$ cat src/rtl/viterbi_pkg.sv
// Shared types and constants for the Viterbi loopback link controller.
package viterbi_pkg;

   typedef enum logic [2:0] {
      S_IDLE,
      S_DATA,
      S_TAIL,
      S_DRAIN,
      S_DONE
   } state_t;

   // Feedback taps for a right-shifting LFSR, x^16+x^14+x^13+x^11+1 -> bits 0,2,3,5
   localparam logic [15:0] LFSR_TAPS = 16'h002D;

   localparam int          FRAME_LEN_DEF   = 256;
   localparam int          TAIL_LEN_DEF    = 8;
   localparam int          DEC_LATENCY_DEF = 40;
   localparam logic [15:0] SEED_DEF        = 16'hACE1;

endpackage

$ cat src/rtl/prbs_gen.sv
// 16-bit Fibonacci LFSR test-pattern source with synchronous reload and step enable.
module prbs_gen
   import viterbi_pkg::*;
#(
   parameter logic [15:0] SEED = SEED_DEF
) (
   input  logic clk,
   input  logic rst,
   input  logic load,
   input  logic advance,
   output logic out_bit
);

   logic [15:0] lfsr_reg;

   always_ff @(posedge clk or negedge rst) begin
      if (!rst) begin
         lfsr_reg <= SEED;
      end else if (load) begin
         lfsr_reg <= SEED;
      end else if (advance) begin
         lfsr_reg <= {^(lfsr_reg & LFSR_TAPS), lfsr_reg[15:1]};
      end
   end

   assign out_bit = lfsr_reg[0];

endmodule

$ cat src/rtl/viterbi_link_ctrl.sv
// Frame controller for an encoder/Viterbi-decoder loopback: PRBS source, registered
// channel with periodic burst error injection, and a delayed-reference bit checker.
module viterbi_link_ctrl
   import viterbi_pkg::*;
#(
   parameter int          FRAME_LEN   = FRAME_LEN_DEF,
   parameter int          TAIL_LEN    = TAIL_LEN_DEF,
   parameter int          DEC_LATENCY = DEC_LATENCY_DEF,
   parameter logic [15:0] SEED        = SEED_DEF
) (
   input  logic        clk,
   input  logic        rst,
   input  logic        start_i,
   input  logic        err_en_i,
   input  logic [7:0]  err_period_i,
   input  logic [7:0]  err_burst_i,
   output logic        enc_bit_o,
   output logic        enc_en_o,
   input  logic        enc_valid_i,
   input  logic [1:0]  enc_sym_i,
   output logic        dec_en_o,
   output logic [1:0]  dec_sym_o,
   input  logic        dec_bit_i,
   output logic        busy_o,
   output logic        done_o,
   output logic [15:0] bit_err_cnt_o,
   output logic [15:0] inj_err_cnt_o
);

   localparam logic [15:0] DATA_LAST  = 16'(FRAME_LEN - 1);
   localparam logic [15:0] TAIL_LAST  = 16'((TAIL_LEN > 0) ? TAIL_LEN - 1 : 0);
   localparam logic [15:0] DRAIN_LAST = 16'(DEC_LATENCY - 1);

   state_t      state_reg;
   logic [15:0] step_reg;
   logic        in_data_reg;
   logic        start_acc;
   logic        in_frame;
   logic        prbs_bit;
   logic        inject;
   logic [8:0]  reach;
   logic [7:0]  phase_reg;
   logic [DEC_LATENCY-1:0] ref_bit_reg;
   logic [DEC_LATENCY-1:0] ref_tag_reg;

   assign start_acc = (state_reg == S_IDLE) && start_i;
   assign in_frame  = (state_reg == S_DATA) || (state_reg == S_TAIL) || (state_reg == S_DRAIN);

   prbs_gen #(
      .SEED(SEED)
   ) u_prbs (
      .clk     (clk),
      .rst     (rst),
      .load    (start_acc),
      .advance (state_reg == S_DATA),
      .out_bit (prbs_bit)
   );

   assign enc_bit_o = in_data_reg & prbs_bit;

   always_ff @(posedge clk or negedge rst) begin
      if (!rst) begin
         state_reg   <= S_IDLE;
         step_reg    <= '0;
         in_data_reg <= 1'b0;
         enc_en_o    <= 1'b0;
         busy_o      <= 1'b0;
         done_o      <= 1'b0;
      end else begin
         done_o <= 1'b0;
         case (state_reg)
            S_IDLE: begin
               if (start_i) begin
                  state_reg   <= S_DATA;
                  step_reg    <= '0;
                  in_data_reg <= 1'b1;
                  enc_en_o    <= 1'b1;
                  busy_o      <= 1'b1;
               end
            end
            S_DATA: begin
               if (step_reg == DATA_LAST) begin
                  step_reg    <= '0;
                  in_data_reg <= 1'b0;
                  if (TAIL_LEN == 0) begin
                     state_reg <= S_DRAIN;
                     enc_en_o  <= 1'b0;
                  end else begin
                     state_reg <= S_TAIL;
                  end
               end else begin
                  step_reg <= step_reg + 16'd1;
               end
            end
            S_TAIL: begin
               if (step_reg == TAIL_LAST) begin
                  step_reg  <= '0;
                  state_reg <= S_DRAIN;
                  enc_en_o  <= 1'b0;
               end else begin
                  step_reg <= step_reg + 16'd1;
               end
            end
            S_DRAIN: begin
               if (step_reg == DRAIN_LAST) begin
                  step_reg  <= '0;
                  state_reg <= S_DONE;
                  done_o    <= 1'b1;
               end else begin
                  step_reg <= step_reg + 16'd1;
               end
            end
            S_DONE: begin
               state_reg <= S_IDLE;
               busy_o    <= 1'b0;
            end
            default: begin
               state_reg   <= S_IDLE;
               in_data_reg <= 1'b0;
               enc_en_o    <= 1'b0;
               busy_o      <= 1'b0;
            end
         endcase
      end
   end

   // phase >= period - burst, evaluated without underflow; burst >= period hits every symbol
   assign reach  = 9'(phase_reg) + 9'(err_burst_i);
   assign inject = err_en_i && (err_period_i != 8'd0) && (err_burst_i != 8'd0) &&
                   enc_valid_i && (reach >= 9'(err_period_i));

   always_ff @(posedge clk or negedge rst) begin
      if (!rst) begin
         dec_en_o      <= 1'b0;
         dec_sym_o     <= 2'b00;
         phase_reg     <= 8'd0;
         inj_err_cnt_o <= 16'd0;
      end else begin
         dec_en_o  <= enc_valid_i;
         dec_sym_o <= enc_sym_i ^ {1'b0, inject};
         if (start_acc) begin
            phase_reg <= 8'd0;
         end else if (enc_valid_i) begin
            phase_reg <= (phase_reg >= err_period_i - 8'd1) ? 8'd0 : phase_reg + 8'd1;
         end
         if (start_acc) begin
            inj_err_cnt_o <= 16'd0;
         end else if (inject && in_frame && (inj_err_cnt_o != 16'hFFFF)) begin
            inj_err_cnt_o <= inj_err_cnt_o + 16'd1;
         end
      end
   end

   // Reference line: the oldest stage lines up with dec_bit_i; only DATA bits carry a tag
   always_ff @(posedge clk or negedge rst) begin
      if (!rst) begin
         ref_bit_reg   <= '0;
         ref_tag_reg   <= '0;
         bit_err_cnt_o <= 16'd0;
      end else begin
         ref_bit_reg <= DEC_LATENCY'({ref_bit_reg, enc_bit_o});
         ref_tag_reg <= DEC_LATENCY'({ref_tag_reg, in_data_reg});
         if (start_acc) begin
            bit_err_cnt_o <= 16'd0;
         end else if (ref_tag_reg[DEC_LATENCY-1] && (dec_bit_i != ref_bit_reg[DEC_LATENCY-1]) &&
                      (bit_err_cnt_o != 16'hFFFF)) begin
            bit_err_cnt_o <= bit_err_cnt_o + 16'd1;
         end
      end
   end

endmodule
$ cat config.mk
export PLATFORM = sky130hd
export DESIGN_NAME = viterbi_link_ctrl
export DESIGN_NICKNAME = d
export VERILOG_FILES = /design/src/rtl/viterbi_pkg.sv /design/src/rtl/prbs_gen.sv /design/src/rtl/viterbi_link_ctrl.sv
export SDC_FILE = /design/constraint.sdc
export NUM_CORES = 1
export LEC_CHECK = 0
export CORE_ASPECT_RATIO = 1.5
export CORE_MARGIN = 4
export CORE_UTILIZATION = 50
export DETAILED_ROUTE_END_ITERATION = 12
export PLACE_DENSITY = 0.71
export SYNTH_ARGS = -nofsm -noshare
export SYNTH_HDL_FRONTEND = slang
export SYNTH_SLANG_ARGS = --single-unit
$ cat constraint.sdc
create_clock -name clk -period 3.7 [get_ports clk]
set_input_delay 0.74 -clock clk [delete_from_list [all_inputs] [get_ports clk]]
set_output_delay 0.74 -clock clk [all_outputs]
set_load 0.005 [all_outputs]
==> results of run 1 <==
## worst register-to-register path: cells and delay by family, from the launching register on
kind                       cells  cell delay, ns
AOI/OAI and AO/OA              4            0.57
xor gates and xnor gates       1            0.13
adders and majority gates      3            0.88
buffers and inverters          2            0.22
DFF                            1            0.45
and+or+nand+nor                4            1.14
## area by class of cell
| class | instances | area share, % |
|---|---|---|
| clock buffers | 19 | 5.28 |
| clock inverters | 13 | 1.78 |
| inverters | 17 | 0.761 |
| multi-input cells | 413 | 31.9 |
| flip-flops and latches | 162 | 48.4 |
| well taps | 162 | 2.42 |
| repair buffers | 80 | 9.38 |
## worst paths after layout
check,start,endpoint,slack (ns),depth (start not counted)
worst min-delay path,ref_tag_reg[9]$_DFF_PN0_,ref_tag_reg[10]$_DFF_PN0_,0.35,0
min in group asynchronous,rst,inj_err_cnt_o[8]$_DFFE_PN0P_,0.36,1
worst max register to register,phase_reg[0]$_DFFE_PN0P_,inj_err_cnt_o[5]$_DFFE_PN0P_,0.23,14
worst max-delay path,err_burst_i[0],inj_err_cnt_o[5]$_DFFE_PN0P_,0.11,15
worst min register to register,ref_tag_reg[9]$_DFF_PN0_,ref_tag_reg[10]$_DFF_PN0_,0.35,0
max in group asynchronous,rst,ref_bit_reg[23]$_DFF_PN0_,2.49,2
## cell families after synthesis
family	count (synthesis)	synth area share (%)
DFF	162	59.6
muxes	4	0.605
buffers and inverters	36	2.15
adders and majority gates	31	5.80
xor gates and xnor gates	40	5.14
AOI/OAI and AO/OA	102	9.67
and+or+nand+nor	236	17.1
## metrics by stage
stage	setup slack, ns	instance area, sq um	total power [mW]	hold WS, ns
2_1_floorplan	0.0842	6820	2.46	0.331
3_3_place_gp	-0.450	7700	2.80	0.335
3_5_place_dp	-0.586	7700	2.83	0.335
4_1_cts	0.00278	8340	4.62	0.349
5_1_grt	0.00602	8390	4.87	0.350
6_report	0.115	8390	4.61	0.346
## cell usage in the layout (no fill, tap or decap), drive strengths merged, types with 15 or more instances in the layout
| cell type | n |
|---|---|
| clkdlybuf4s50 | 56 |
| inv | 22 |
| buf | 19 |
| clkbuf | 19 |
| nand3 | 32 |
| dfrtp | 154 |
| ha | 30 |
| nor2 | 47 |
| nand2 | 74 |
| a21oi | 34 |
| o21ai | 17 |
| o31ai | 15 |
| xor2 | 20 |
| xnor2 | 20 |
## power by group through the flow
stage          Sequential, mW  Clock, mW  Combinational, mW
2_1_floorplan            2.00          0              0.465
3_3_place_gp             2.03          0              0.766
3_5_place_dp             2.04          0              0.797
4_1_cts                  2.01       1.78              0.835
5_1_grt                  2.03       1.86              0.978
6_report                 2.01       1.73              0.864
## what timing repair did
action                                  in CTS  in global routing
cloned                                       0                  0
resized for setup                            9                  8
pin swaps                                    9                  5
buffers inserted                             2                  1
endpoints found under the setup margin      11                 13
## routing by layer
layer  global-route usage, %  vias up  routed length, um
met4                    7.71        0                274
li1                        -     2311                  -
met1                    23.8     2428               5910
met3                    4.24       25                493
met5                       0        -                  0
met2                    33.0      129               7380
==> run summary, run 1 <==
The kind of cell adding the most delay to the critical path is simple AND/OR/NAND/NOR gates. For the worst slew margin relative to its limit, the log shows 51.1%. Across all layers, the routed design uses 4,893 vias. After detailed routing, the average wire length per cell comes to 16.2 um. In this run the cell area of the synthesized design comes to 6820 sq um. Counting flops with an async set or reset pin after synthesis yields a share of 100%. The run finished with clean final reports. Detailed placement ended at an HPWL of 9.31 mm.

The x dimension of the die is 103 um, and the area of the placeable core is 13,500 sq um. Last weighted congestion value of the routability-driven placer: 0.867. The cell taking the most area after synthesis was sky130_fd_sc_hd__dfrtp_1. Along the worst path, the maximum fanout reaches 27.

The class of the most critical setup path was primary input to flop. The tools report the static power due to leakage as 3.59 nW. After global routing the overflow that remains totals 0. Total number of nets in the final design: 746. The delay of the slowest critical-path stage was 0.51 ns; the area of the multi-input gates was 2680 sq um. The clock reaches the later pin of the worst-skew pair after 0.41 ns.

The run gives 4 as the depth of the CTS H-tree. In this run, post-CTS hold repair placed 0 buffers. In this run the remaining antenna-violating nets after routing total 0.

The number of pins exceeding their max-slew limit in the final report is 0, and the number of maximum-capacitance constraint violations is 0. Power per cell area: 550 nW/um^2. The slowest stage of the critical path is the sky130_fd_sc_hd__or4_1 cell. The share of synthesized area occupied by flip-flops and latches is 59.6%. The logs give 43.7% for the sequential share of power and 3.91 ns for the worst endpoint data arrival time. CTS placed an instance of sky130_fd_sc_hd__clkbuf_16 at the clock tree root.

By area the synthesized netlist is led by sky130_fd_sc_hd__dfrtp_1 (56%), sky130_fd_sc_hd__ha_1 (5.5%), sky130_fd_sc_hd__nand2_1 (4.1%). The leading register cell type out of synthesis was sky130_fd_sc_hd__dfrtp_1. The most common cell in the synthesized netlist is sky130_fd_sc_hd__dfrtp_1.

Setup violations remaining at the end of the flow were counted as 0. STA puts the critical path data required time at 4.03 ns. The post-route clock period utilization came out at 96.9%. In the routed layout, each cell is associated on average with a via count of 5.65.

The vertical die dimension was 151 um; the DRC marker count from the first detailed-route iteration was 294. Setup repair after global routing left no endpoint under its margin. The die covers 15,600 sq um. The slew at the pin closest to its max-slew limit was 0.734 ns; the post-layout instance count excluding filler cells was 866. For this configuration, the core starts out at a cell density of 50.7%. After layout, the minimum clock period comes to 3.59 ns. In the final timing run, aggregate negative setup slack is 0 ns. The layout has 1,042 filler cells.

The number of DRC violations after detailed routing was 0. STA classifies the critical path endpoint as a flop. Switching portion of total power: 27.6%. TritonCTS built the clock tree. Once layout is complete, the utilization of the core stands at 62.3%. The part of the total power dissipated in the clock network came out at 37.6%. For the count of mapped cells out of synthesis, the log shows 611. Of the cells placed in the final design, the portion with a size suffix greater than 1 is 11.2%. After synthesis, the most frequently instantiated cells are sky130_fd_sc_hd__dfrtp_1 (154), sky130_fd_sc_hd__nand2_1 (74), sky130_fd_sc_hd__nor2_1 (47). Entering global routing, the biggest net connects 82 pins.

Traced cell by cell, the critical path runs through dlygate4sd2_1, ha_2, inv_1, fa_2, nor2b_2, o31a_1, o31ai_2, xnor2_1, ha_1, nand2_1, or3_4, o2111a_1, buf_12, or4_1, a21oi_1. Across the routed clock network, the largest skew measured is 0.0102 ns. The initial antenna violation count was 0.

The synthesized design devotes to its leading area cell type 56.5% of total area. The class of the tightest hold or removal check was flop to flop. The repair_antennas step left the layout with diodes totalling 0. In this run, synthesis inferred 0 flip-flops with an integrated enable. The first detailed-routing pass took 5 iterations. The tools report the switching power of the nets as 1.27 mW.

The count of yosys warnings during synthesis came out at 0. The number of library cell types mapped by synthesis was 53; the buffers plus inverters on the worst setup path was 3. The kind of launch point of the worst setup path was a primary input. Averaged over all synthesized cells, the footprint is 11.2 sq um. Registers take 4060 sq um.

The run gives 14.1 mm as the final wirelength. Synthesis inferred 162 register bits. The run gives 52 as the cell row count. The maximum count of clock buffers along a single path is 2. CTS saw 162 sinks. The tools report the design internal power as 3.34 mW. The logs give 279 MHz for the peak clock frequency supported by timing and 19.4% for the aggregate global-route resource usage. Compared with the post-synthesis result, the final layout area differs by 23.0%. The final hold violation count was 0; the combinational fraction of design power was 18.7%.

The number of port buffers is 62. Synthesis produced a netlist with a net count of 666. The I/O pin total is 63. The number of placed instances, taps included, is 831. The number of global-route vias before repair is 5,005. The first global-routing pass estimated 23.8 mm of wire. IR analysis of the VDD net gives a maximum drop of 351 uV. The number of buffers created by CTS is 17, and the clock transition at the registers of the reported paths is 0.07 ns.
(Power assumes the default switching activity.)
==> run 2, diff against run 1 <==
- CORE_ASPECT_RATIO: 1.5 -> default
==> run 2 against run 1 <==
First-iteration DRC count grew 51%. Via count grew 0.63%. Non-clock buffer count grew 3. Highest routed layer unchanged. Critical path depth is the same.
==> run summary, run 2 (same netlist as run 1, synthesis figures left out) <==
The flow ran to the end, and the final reports show no timing, DRC or antenna violations. The post-route clock period utilization was 97.7% (+0.78 points). The largest driver fanout on the critical path was 14 (-48%). The final hold violation count is 0 (unchanged). The last weighted congestion value of the routability-driven placer was 0.895 (+3.2%). The final wirelength is 13.9 mm (-1.1%), and the number of maximum-capacitance constraint violations is 0 (unchanged).

Walking the worst path, the cells encountered are dlygate4sd2_1, ha_2, inv_2, fa_2, nor2b_2, o31a_1, o31ai_4, xnor2_1, ha_1, nand2_1, or3_4, o2111a_2, buf_12, or4_1, a21oi_2. Required time at the worst-slack endpoint: 4.05 ns (+0.02 ns). The aggregate global-route resource usage is 18.6% (-0.85 points), and the number of port buffers is 62 (unchanged).

STA classifies the critical path startpoint as a primary input. The delay of the slowest critical-path stage is 0.52 ns (about the same), and the maximum VDD drop is 403 uV (+15%). For the half-perimeter wire length of the detailed placement result, the log shows 9.06 mm (-2.6%). The total number of nets in the final design was 749 (+0.40%). Area of the placeable core: 13,300 sq um (-1.3%). For this design, the slowest cell found on the critical path is sky130_fd_sc_hd__or4_1. The root buffer cell chosen for the clock tree is sky130_fd_sc_hd__clkbuf_16. The buffers plus inverters on the worst setup path is 3 (unchanged), and the vertical die dimension is 125 um (-17%).

The slack of the worst reg-to-reg path was 0.17 ns (-0.06 ns). The layout overhead on the synthesized area was 24.5%. The total inserted antenna cells is 0 (unchanged).

The tightest min-delay check is of the primary input to asynchronous set/reset pin type. The static power due to leakage was 3.63 nW (+1.1%). The number of hold buffers added after cts was 0 (unchanged); the first-pass GRT wire length was 23.5 mm (-0.99%).

The x dimension of the die was 125 um (+21%). Starting density of the core: 51.3% (+0.66 points). In the layout the commonest cells are sky130_fd_sc_hd__dfrtp_1 (154), sky130_fd_sc_hd__nand2_1 (74), sky130_fd_sc_hd__clkdlybuf4s50_1 (58), sky130_fd_sc_hd__nor2_1 (46), sky130_fd_sc_hd__nand3_1 (32). The initial antenna violation count came out at 0 (unchanged).

The clock transition at the registers of the reported paths is 0.06 ns (about the same). The class of the most critical setup path is primary input to flop. The run gives 4.80 mW (+4.0%) as the total design power. The clock latency of the later-clocked register in the worst-skew pair was 0.42 ns (about the same).

The worst slew margin relative to its limit is 57.4% (+6.3 points), and the number of pins exceeding their max-slew limit in the final report is 0 (unchanged). The maximum count of clock buffers along a single path is 2 (unchanged). The depth of the CTS H-tree came out at 4 (unchanged). The cell row count came out at 42 (-19%).

For the worst clock skew, the log shows 0.00591 ns (-0.00427 ns). The number of buffers created by CTS came out at 17 (unchanged). The worst endpoint data arrival time was 3.96 ns (+0.05 ns); the power per cell area was 565 nW/um^2 (+2.7%). STA classifies the critical path endpoint as a flop. The number of DRC violations after detailed routing came out at 0 (unchanged).

The tools report the number of nets with antenna violations after detailed routing as 0 (unchanged). The detailed-route vias per instance came out at 5.58 (-1.3%). The routed wire length per instance is 15.7 um (-3.0%). The most common cell after layout, fill and taps aside was sky130_fd_sc_hd__dfrtp_1. TritonCTS built the clock tree. The share of cells above drive strength 1 was 12.0% (+0.80 points); the number of global-route vias before repair was 4,835 (-3.4%). Maximum number of pins on one net before global-route repair: 64 (-22%). The logs give 5 (unchanged) for the detailed-router iteration count before antenna repair and 63 (unchanged) for the I/O pin total. The peak clock frequency supported by timing is 277 MHz (-0.79%), and the number of sinks handled by clock tree synthesis is 162 (unchanged). Final period demand of the worst path: 3.61 ns (+0.0287 ns).

The logs give 444 (+51%) for the DRC marker count from the first detailed-route iteration and 4,924 (+0.63%) for the routed via count. The total congestion overflow came out at 0 (unchanged). Setup repair after global routing left no endpoint under its margin. The slew at the pin closest to its max-slew limit came out at 0.637 ns (-0.0971 ns).

The area of the die came out at 15,600 sq um (-0.25%). Broken down by cell family, the worst path's largest delay share belongs to simple AND/OR/NAND/NOR gates. For the end-of-flow core utilization, the log shows 63.9% (+1.6 points).

The run gives 0 (unchanged) as the final-report setup violation count.
run 2: cell count changes in the layout (fill, tap and decap cells not counted), moves of 2 or more:
cell	change
sky130_fd_sc_hd__dlymetal6s2s_1	-2
sky130_fd_sc_hd__buf_4	+2
sky130_fd_sc_hd__bufinv_16	+2
sky130_fd_sc_hd__clkdlybuf4s50_1	+2
run 2: timing repair:
item | CTS | global route
gates resized for setup | 13 | 6
pin swaps | 8 | 4
buffers inserted | 4 | 1
endpoints found under the setup margin | 11 | 14
gates cloned | 1 | 0
run 2: metrics by stage:
step / area, sq um / instances / worst slack, ns / TNS (ns) / hold WS [ns]
finish: 8490 / 883 / 0.0862 / 0 / 0.278
global route: 8490 / 883 / 0.00827 / 0 / 0.318
CTS: 8450 / 882 / 0.0249 / 0 / 0.288
detailed placement: 7720 / 845 / -0.614 / -8.25 / 0.335
global placement: 7720 / 845 / -0.409 / -5.14 / 0.335
floorplan: 6820 / 611 / 0.0842 / 0 / 0.331
run 2: worst paths after layout:
check / depth (start not counted) / startpoint / end
min in group clk: 0 / ref_bit_reg[31]$_DFF_PN0_ / ref_bit_reg[32]$_DFF_PN0_
max reg2reg: 14 / phase_reg[0]$_DFFE_PN0P_ / inj_err_cnt_o[14]$_DFFE_PN0P_
min: 1 / rst / ref_bit_reg[25]$_DFF_PN0_
min reg2reg: 0 / ref_bit_reg[31]$_DFF_PN0_ / ref_bit_reg[32]$_DFF_PN0_
max in group asynchronous: 2 / rst / ref_bit_reg[37]$_DFF_PN0_
max: 15 / err_burst_i[0] / inj_err_cnt_o[14]$_DFFE_PN0P_
run 2: layout make-up:
| type | count | area [sq um] |
|---|---|---|
| Clock buffer | 17 | 425 |
| Clock inverter | 15 | 206 |
| Fill cell | 1019 | 4800 |
| Inverter | 17 | 63.8 |
| Multi-Input combinational cell | 413 | 2690 |
| Sequential cell | 162 | 4060 |
| Tap cell | 176 | 220 |
| Timing Repair Buffer | 83 | 830 |
run 2: per-layer routing:
metal | share of wire (%) | wire length [um] | global-route usage [%] | up-vias
met5 | 0 | 0 | 0 | -
met3 | 5.0 | 699 | 4.50 | 22
met1 | 47 | 6520 | 26.5 | 2445
met4 | 1.4 | 191 | 6.64 | 0
li1 | - | - | - | 2325
met2 | 47 | 6490 | 27.9 | 132
run 2: power breakdown:
group          total, mW  internal [mW]  switching (mW)  leakage (nW)
clock               1.86           1.14           0.721         0.310
combinational      0.920          0.496           0.424          1.49
sequential          2.02           1.86           0.151          1.83
==> run 3, diff against run 2 <==
- CAP_MARGIN: default -> 10
- PLACE_DENSITY: 0.71 -> 0.75
==> run 3 against run 2 <==
Clock skew is 0.0020 ns higher. Fmax rose by 0.49%. Total power shrank 4.3%. Final cell count up 0.45%. Non-clock buffer count grew 4. Die area unchanged. Clock power is 13% lower. Routed wire length increased by 1.8%. Global-route usage is 0.12 points higher. Flip-flop and latch count unchanged. Via count increased by 1.1%. Critical endpoint is now inj_err_cnt_o[12]$_DFFE_PN0P_. Largest cell class unchanged.
==> run summary, run 3 (same netlist as run 1, synthesis figures left out) <==
The flow ran to the end, and the final reports show no timing, DRC or antenna violations. The last weighted congestion value of the routability-driven placer came out at 0.874 (-2.3%). Aggregate global-route resource usage: 18.7% (+0.12 points). The total inserted antenna cells came out at 0 (unchanged). The worst slew margin relative to its limit came out at 50.9% (-6.5 points). The clock transition at the registers of the reported paths works out to 0.06 ns (about the same). The routed via count was 4,979 (+1.1%). The x dimension of the die is 125 um (unchanged). The total congestion overflow came out at 0 (unchanged). The maximum VDD drop was 316 uV (-22%); the I/O pin total was 63 (unchanged). The number of nets with antenna violations after detailed routing is 0 (unchanged), and the vertical die dimension is 125 um (unchanged).

The worst setup path is launched from a primary input. The delay of the slowest critical-path stage came out at 0.51 ns (about the same). The area of the placeable core is 13,300 sq um (unchanged). Traced cell by cell, the critical path runs through clkdlybuf4s50_1, ha_1, or2_2, a21oi_2, or2_4, xnor2_1, ha_1, nand3_1, or3_1, o2111a_2, buf_12, or4_1, a21oi_1.

The worst slack at placement came out at -0.606 ns (+0.00810 ns). The maximum number of pins on one net before global-route repair came out at 70 (+9.4%). Kind of cell adding the most delay to the critical path: simple AND/OR/NAND/NOR gates. Final wirelength: 14.1 mm (+1.8%).

In this run the clock root is driven by a sky130_fd_sc_hd__clkbuf_16. Routed wire length per instance: 16.0 um (+1.3%). The DRC marker count from the first detailed-route iteration is 310 (-30%), and the starting density of the core is 51.3% (unchanged). Buffers plus inverters on the worst setup path: 2 (-1). Number of hold buffers added after cts: 0 (unchanged). Critical register-to-register path endpoint: inj_err_cnt_o[12]$_DFFE_PN0P_.

The worst endpoint data arrival time is 3.94 ns (-0.02 ns). The startpoint of the worst-slack reg-to-reg timing path is phase_reg[0]$_DFFE_PN0P_. The end point of the critical path was inj_err_cnt_o[12]$_DFFE_PN0P_. The final period demand of the worst path is 3.60 ns (-0.0176 ns), and the number of buffers created by CTS is 17 (unchanged). For the number of DRC violations after detailed routing, the log shows 0 (unchanged). The slew at the pin closest to its max-slew limit was 0.736 ns (+0.0992 ns); the total number of nets in the final design was 753 (+0.53%).

The min-delay analysis places its worst path in the category primary input to asynchronous set/reset pin. TritonCTS built the clock tree. The worst clock skew came out at 0.00793 ns (+0.00202 ns). The least setup slack across all paths after layout is 0.104 ns (+0.0176 ns), and the peak clock frequency supported by timing is 278 MHz (+0.49%).

The final hold violation count came out at 0 (unchanged). The power per cell area is 544 nW/um^2 (-3.6%), and the total design power is 4.59 mW (-4.3%). The run gives 0.19 ns (+0.02 ns) as the slack of the worst reg-to-reg path. Clock latency of the later-clocked register in the worst-skew pair: 0.42 ns (about the same). The depth of the CTS H-tree is 4 (unchanged).

The worst setup path startpoint is err_burst_i[5]. The critical path depth in cells was 13 (-2). The cell row count came out at 42 (unchanged). The share of cells above drive strength 1 was 12.4% (+0.35 points).

The tools report the required time at the worst-slack endpoint as 4.05 ns (about the same). For the maximum count of clock buffers along a single path, the log shows 2 (unchanged). The logs give 0 (unchanged) for the final-report setup violation count and 3.61 nW (-0.73%) for the static power due to leakage. STA classifies the critical path endpoint as a flop.

Number of global-route vias before repair: 5,013 (+3.7%). The critical path is of the primary input to flop type. The library cells used most frequently in the layout, excluding fill and tap cells, are sky130_fd_sc_hd__dfrtp_1 (154), sky130_fd_sc_hd__nand2_1 (74), sky130_fd_sc_hd__clkdlybuf4s50_1 (58), sky130_fd_sc_hd__nor2_1 (46), sky130_fd_sc_hd__nand3_1 (32). Setup repair after global routing could not meet its margin everywhere. Most used cell along the critical path: sky130_fd_sc_hd__ha_1. Number of sinks handled by clock tree synthesis: 162 (unchanged). For the detailed-router iteration count before antenna repair, the log shows 4 (-1). From synthesis to final layout, the design area changed by 23.6%. The run gives 0 (unchanged) as the number of maximum-capacitance constraint violations. The largest driver fanout on the critical path is 13 (-1), and the count of cells along the worst register-to-register path is 14 (unchanged). For the half-perimeter wire length of the detailed placement result, the log shows 9.17 mm (+1.2%). The number of port buffers is 62 (unchanged).

The hold slack is 0.306 ns (+0.0281 ns). Post-route clock period utilization: 97.2% (-0.48 points). The area of the die came out at 15,600 sq um (unchanged). The end-of-flow core utilization is 63.4% (-0.45 points), and the number of pins exceeding their max-slew limit in the final report is 0 (unchanged). The first-pass GRT wire length is 23.9 mm (+1.4%), and the detailed-route vias per instance is 5.61 (+0.66%). The most common cell after layout, fill and taps aside is sky130_fd_sc_hd__dfrtp_1. The initial antenna violation count is 0 (unchanged).

The slowest stage of the critical path belongs to the cell sky130_fd_sc_hd__or4_1.
==> run 3: final cells by class <==
| type | count | area (sq um) |
|---|---|---|
| multi-input combinational | 413 | 2680 |
| inverter | 17 | 63.8 |
| sequential | 162 | 4060 |
| clock buffer | 17 | 425 |
| fill | 1028 | 4860 |
| tap | 176 | 220 |
| timing repair buffer | 87 | 860 |
| clock inverter | 15 | 126 |
==> run 3: routing by layer <==
metal / vias up / global-route usage [%] / part of all wire [%]
met5: - / 0 / 0
met4: 0 / 8.45 / 2.4
met3: 35 / 4.55 / 5.5
met2: 183 / 28.1 / 47
met1: 2430 / 25.9 / 45
li1: 2331 / - / -
==> run 3: power by group <==
| part | switching (mW) | total (mW) | internal (mW) |
|---|---|---|---|
| clock network | 0.749 | 1.62 | 0.876 |
| registers | 0.152 | 2.02 | 1.86 |
| logic | 0.444 | 0.948 | 0.504 |
| total | 1.34 | 4.59 | 3.24 |
==> run 3: how the worst min path moves through the flow <==
| stage | from | to | slack, ns | cells after the start |
|---|---|---|---|---|
| 4_1_cts | rst | ref_bit_reg[28]$_DFF_PN0_ | 0.32 | 1 |
| 5_1_grt | rst | ref_bit_reg[28]$_DFF_PN0_ | 0.35 | 1 |
| 3_5_place_dp | ref_tag_reg[34]$_DFF_PN0_ | ref_tag_reg[35]$_DFF_PN0_ | 0.33 | 0 |
| 2_1_floorplan | ref_bit_reg[9]$_DFF_PN0_ | ref_bit_reg[10]$_DFF_PN0_ | 0.33 | 0 |
| 3_3_place_gp | ref_tag_reg[37]$_DFF_PN0_ | ref_tag_reg[38]$_DFF_PN0_ | 0.34 | 0 |
| 6_report | rst | ref_bit_reg[25]$_DFF_PN0_ | 0.31 | 1 |
==> run 3: what timing repair did <==
action	in CTS	in global routing
cloned	1	0
buffers inserted	4	4
endpoints found under the setup margin	12	16
resized for setup	12	6
pin swaps	14	10
==> run 3: metrics by stage <==
stage / cell area, sq um / instances / TNS [ns]
after detailed placement: 7730 / 846 / -8.53
after CTS: 8370 / 883 / 0
after floorplan: 6820 / 611 / 0
after global routing: 8430 / 887 / -0.376
final: 8430 / 887 / 0
after global placement: 7730 / 846 / -5.75
